`src/rtl/demux_1x8_reg_if.sv`:
```
// rtl/demux_1x8_reg_if.sv - source/consumer side bundle of the registered 1-to-8 demux
interface demux_1x8_reg_if #(
  parameter int W = 8
);
  // source side
  logic [W-1:0]   dado_in;
  logic [2:0]     endereco;
  logic           modo_auto;
  logic           valido_in;
  logic           reinicia_ptr;
  logic           pronto_out;
  // consumer side
  logic [7:0]     consumo;
  logic [8*W-1:0] saidas;
  logic [7:0]     saida_valida;
  // frame status
  logic [2:0]     ponteiro;
  logic           quadro_ok;

  modport master (
    output dado_in, endereco, modo_auto, valido_in, reinicia_ptr, consumo,
    input  pronto_out, saidas, saida_valida, ponteiro, quadro_ok
  );

  modport slave (
    input  dado_in, endereco, modo_auto, valido_in, reinicia_ptr, consumo,
    output pronto_out, saidas, saida_valida, ponteiro, quadro_ok
  );
endinterface

```
`src/rtl/demux_1x8_reg.sv`:
```
// rtl/demux_1x8_reg.sv - registered 1-to-8 demux with per-channel hold and auto-fill pointer
module demux_1x8_reg #(
  parameter int W = 8
) (
  input  logic            clk,
  input  logic            rst,
  demux_1x8_reg_if.slave  bus
);

  localparam logic [0:0] ESPERA   = 1'b0;
  localparam logic [0:0] ENCHENDO = 1'b1;

  logic [7:0][W-1:0] data_q, data_d;
  logic [7:0]        full_q, full_d;
  logic [2:0]        ptr_q, ptr_d;
  logic [0:0]        state_q, state_d;
  logic              quadro_q, quadro_d;

  logic [2:0]        alvo;
  logic              pronto;
  logic              xfer;
  logic              auto_xfer;
  logic              wrap;

  // A channel can take a word when empty or when its consumer is draining it this cycle.
  assign alvo      = bus.modo_auto ? ptr_q : bus.endereco;
  assign pronto    = ~full_q[alvo] | bus.consumo[alvo];
  assign xfer      = bus.valido_in & pronto;
  assign auto_xfer = xfer & bus.modo_auto;

  assign bus.pronto_out   = pronto;
  assign bus.saidas       = data_q;
  assign bus.saida_valida = full_q;
  assign bus.ponteiro     = ptr_q;
  assign bus.quadro_ok    = quadro_q;

  // Channel storage: consumes clear flags, a transfer sets its flag last so it wins a same-cycle ack.
  always_comb begin
    data_d = data_q;
    full_d = full_q & ~bus.consumo;
    if (xfer) begin
      data_d[alvo] = bus.dado_in;
      full_d[alvo] = 1'b1;
    end
  end

  // Pointer FSM: clear beats increment; only an auto increment out of 7 counts as a completed frame.
  always_comb begin
    ptr_d = ptr_q;
    wrap  = 1'b0;
    if (bus.reinicia_ptr) begin
      ptr_d = 3'd0;
    end else if (auto_xfer) begin
      ptr_d = ptr_q + 3'd1;
      wrap  = (state_q == ENCHENDO) && (ptr_q == 3'd7);
    end
    state_d  = (ptr_d == 3'd0) ? ESPERA : ENCHENDO;
    quadro_d = wrap;
  end

  // State registers with asynchronous clear.
  always_ff @(posedge clk or posedge rst) begin
    if (rst) begin
      data_q   <= '0;
      full_q   <= '0;
      ptr_q    <= 3'd0;
      state_q  <= ESPERA;
      quadro_q <= 1'b0;
    end else begin
      data_q   <= data_d;
      full_q   <= full_d;
      ptr_q    <= ptr_d;
      state_q  <= state_d;
      quadro_q <= quadro_d;
    end
  end

endmodule

```
`src/flat_wrapper.sv`:
```
// flat-port wrapper written by rule: the top's interface ports become plain ports
module demux_1x8_reg_flat 
#(
  parameter int W = 8
)
  (clk, rst, bus_dado_in, bus_endereco, bus_modo_auto, bus_valido_in, bus_reinicia_ptr, bus_consumo, bus_pronto_out, bus_saidas, bus_saida_valida, bus_ponteiro, bus_quadro_ok);
  demux_1x8_reg_if #(.W(W)) bus_i ();
  input  logic clk;
  input  logic rst;
  input wire logic [$bits(bus_i.dado_in)-1:0] bus_dado_in;
  input wire logic [$bits(bus_i.endereco)-1:0] bus_endereco;
  input wire logic [$bits(bus_i.modo_auto)-1:0] bus_modo_auto;
  input wire logic [$bits(bus_i.valido_in)-1:0] bus_valido_in;
  input wire logic [$bits(bus_i.reinicia_ptr)-1:0] bus_reinicia_ptr;
  input wire logic [$bits(bus_i.consumo)-1:0] bus_consumo;
  output wire logic [$bits(bus_i.pronto_out)-1:0] bus_pronto_out;
  output wire logic [$bits(bus_i.saidas)-1:0] bus_saidas;
  output wire logic [$bits(bus_i.saida_valida)-1:0] bus_saida_valida;
  output wire logic [$bits(bus_i.ponteiro)-1:0] bus_ponteiro;
  output wire logic [$bits(bus_i.quadro_ok)-1:0] bus_quadro_ok;
  assign bus_i.dado_in = bus_dado_in;
  assign bus_i.endereco = bus_endereco;
  assign bus_i.modo_auto = bus_modo_auto;
  assign bus_i.valido_in = bus_valido_in;
  assign bus_i.reinicia_ptr = bus_reinicia_ptr;
  assign bus_i.consumo = bus_consumo;
  assign bus_pronto_out = bus_i.pronto_out;
  assign bus_saidas = bus_i.saidas;
  assign bus_saida_valida = bus_i.saida_valida;
  assign bus_ponteiro = bus_i.ponteiro;
  assign bus_quadro_ok = bus_i.quadro_ok;
  demux_1x8_reg #(.W(W)) u_core (.clk(clk), .rst(rst), .bus(bus_i));
endmodule
```
`config.mk`:
```
export PLATFORM = sky130hd
export DESIGN_NAME = demux_1x8_reg_flat
export DESIGN_NICKNAME = d
export VERILOG_FILES = /design/src/rtl/demux_1x8_reg_if.sv /design/src/rtl/demux_1x8_reg.sv /design/src/flat_wrapper.sv
export SDC_FILE = /design/constraint.sdc
export NUM_CORES = 1
export LEC_CHECK = 0
export CAP_MARGIN = 20
export CORE_UTILIZATION = 45
export DETAILED_ROUTE_END_ITERATION = 10
export HOLD_SLACK_MARGIN = 0.15
export PLACE_DENSITY = 0.77
export SLEW_MARGIN = 10
export SYNTH_ARGS = -nofsm -noshare
export SYNTH_HDL_FRONTEND = slang
export SYNTH_SLANG_ARGS = --single-unit
```
`constraint.sdc`:
```
create_clock -name clk -period 4.2 [get_ports clk]
set_clock_uncertainty 0.15 [all_clocks]
set_input_delay 1.05 -clock clk [delete_from_list [all_inputs] [get_ports clk]]
set_output_delay 1.05 -clock clk [all_outputs]
set_load 0.01 [all_outputs]
```
==> flow_summary.ini <==
[grt]
first_global_vias = 2498
grt_max_degree = 41
grt.total_usage_pct = 23.94
grt_pass1_wl_mm = 13.39
grt-ovfl-total = 0
antenna_found_initial = 0

[logic_synthesis]
synth_ff_type = dfrtp_1
async_reset_ff_share_pct = 100.0
syn-num-nets = 250
synth_edf_count = 0
yosysWarnings = 0
ys_seq_area_share_pct = 58.40
syn_inst = 224
synth_most_common_cell = dfrtp_1
synthTopCellsByCount = dfrtp_1, mux2_2, nand2_1
synth_top_area_share_pct = 58.40
ys_ff_latch = 77
netlist_area_sq_um = 3299
yosysUniqueCellTypes = 34
syn_area_per_cell_sq_um = 14.73
yosys.area.top_type = dfrtp_1
synth_area_leaders = dfrtp_1, mux2_2, mux2i_1, a21o_1, mux4_2

[floorplan]
core_area_sq_um = 6944
die_area_sq_um = 7678
die_h_microns = 87.63
design.portCount = 101
die_w_microns = 87.63
num_rows = 30
initial_core_util_pct = 47.51

[finish]
finish.utilization_pct = 67.91
syn_to_final_growth_pct = 42.93
drive_gt1_share_pct = 30.09
antenna_cells = 0
nets = 370

[timing]
min_period_ns = 4.030
tightestPinTransition_ns = 0.8570
setup_viol = 0
hold_viol_final = 0
maxSlewHeadroom_pct = 42.78
rsz0062_at_grt = false
max_freq_mhz = 248.1
drv_slew = 0
min_period_over_period_pct = 95.96

[clocking]
cts_buffers = 9
cts_hold_buf = 0
clk_pin_slew_ns = 0.08
cts_root_buf = clkbuf_8
cts.sinks = 77
cts_buffer_depth = 2
clkLatencyLatePin_ns = 0.34
tritoncts = done
post_cts_buffers = 0
htreeDepth = 3

[power]
swShare_pct = 28.00
p_int_mw = 1.810
powerDensity_nw_per_um2 = 532.9
finalPower_mw = 2.513
p_sw_mw = 0.7036
ir_drop_v = 0.0004143
power_leakage_nw = 2.089
pwr-share-seq_pct = 41.9
combPwrFrac_pct = 33.7
clkPwrFrac_pct = 24.4

[routing]
drtPass1Iterations = 4
via_count = 2288
post_drt_wl_per_cell_microns = 18.43
detail_route.vias_per_cell = 5.142
wirelength_mm = 8.202
wl_met1_mm = 3.488
dr.max_layer_used = met4
ant_nets = 0
drt-initial-drc-count = 67
route.met2.wl_mm = 3.937
routed-wl-met3_microns = 652
drc = 0

[setup_path]
r2r_cells = 7
critPathKind = in -> out
crit_arrival_ns = 2.83
required_ns = 3.00
end_kind = output port
path_max_fanout = 5
cp-start-kind = input port
worst_r2r_endpoint = u_core.bus.saidas[24]
worstSetupStartpoint = bus_endereco[0]
r2r_start = u_core.bus.ponteiro[1]
rrSetupSlack_ns = 1.40
crit_end = bus_pronto_out

[place]
gp_congestion = 0.9532
io_buffers = 100
dpl.hpwl_mm = 5.805

[flow_run]
maxCapViolations = 0

[worst_hold_path]
hold_path.class = reg -> reg

[outcome]
run_status = completed
==> worst min-delay path by stage <==
stage                                     start                    end  slack (ns)  depth (start not counted)
after floorplan                  u_core.state_q   u_core.bus.quadro_ok        0.34                          2
after global placement    u_core.bus.saidas[48]  u_core.bus.saidas[48]        0.34                          1
after detailed placement  u_core.bus.saidas[62]  u_core.bus.saidas[62]        0.34                          1
after CTS                 u_core.bus.saidas[62]  u_core.bus.saidas[62]        0.36                          1
after global routing      u_core.bus.saidas[25]  u_core.bus.saidas[25]        0.38                          1
final                     u_core.bus.saidas[25]  u_core.bus.saidas[25]        0.36                          1
==> logic make-up after synthesis <==
kind of cell / synth area share, %
AND/OR/NAND/NOR: 6.181
flip-flops: 58.40
multiplexers: 27.00
AO/OA/AOI/OAI: 5.347
adder cells (fa/ha/maj): 0.7583
buffers and inverters: 2.313
==> cell usage in the layout, fill, tap and decap left out, types with 2 or more instances in the layout <==
cell              n
a21o_1            6
and3_1            3
buf_4            14
bufinv_16         2
clkbuf_1          2
clkbuf_8          9
clkdlybuf4s50_1  98
clkinvlp_4        2
dfrtp_1          77
dlygate4sd2_1     2
ha_1              2
inv_1             8
mux2_2           65
mux2_4            2
mux2i_1           5
mux4_2            2
nand2_1          10
nand2b_1          4
nor2_1            9
nor3b_1           2
nor3b_4           2
o21ai_0           3
o21bai_1          2
==> worst max-delay path: stages <==
cell	delay, ns
clkdlybuf4s50_1	0.51
mux2_4	0.22
mux4_2	0.53
nor2_1	0.13
o22ai_2	0.10
dlygate4sd2_1	0.31
==> routing by layer <==
metal / track usage [%] / vias up
li1: - / 1039
met1: 30.32 / 1158
met2: 38.28 / 78
met3: 8.954 / 13
met4: 7.750 / 0
met5: 0 / -
==> through the flow <==
stage                     instances  TNS [ns]  instance area, sq um  setup WS (ns)  hold WS [ns]
final                           445         0                  4716         0.1696        0.3590
after global routing            445         0                  4716        0.06074        0.3793
after CTS                       445         0                  4716         0.1712        0.3637
after detailed placement        429   -0.2311                  4503        -0.2311        0.3442
after global placement          429   -0.1822                  4503        -0.1822        0.3376
after floorplan                 224         0                  3299         0.7566        0.3439
==> flip-flops by register name, indices dropped and copies added (netlist names) <==
name and count:
u_core.bus.saidas 64, u_core.bus.saida_valida 8, u_core.bus.ponteiro 3, u_core.state_q 1
u_core.bus.quadro_ok 1
==> power by group through the flow <==
stage / Clock, mW / Sequential, mW / Combinational, mW
2_1_floorplan: 0 / 1.15 / 0.249
3_3_place_gp: 0 / 1.05 / 0.842
3_5_place_dp: 0 / 1.06 / 0.853
4_1_cts: 0.624 / 1.05 / 0.860
5_1_grt: 0.660 / 1.08 / 0.907
6_report: 0.614 / 1.05 / 0.848
==> cell type report <==
class,count,area [sq um]
clock inverters,5,83.83
well taps,96,120.1
clock buffers,11,131.4
flip-flops and latches,77,1927
inverters,9,33.78
fillers,533,2228
repair buffers,115,1124
multi-input cells,132,1296
==> repair_timing <==
| action | CTS | global route |
|---|---|---|
| setup endpoints to repair | 1 | 0 |
| endpoints found under the hold margin | 0 | 0 |
| resized for setup | 2 | 0 |
Note: power is estimated with default switching activity, not from simulation.
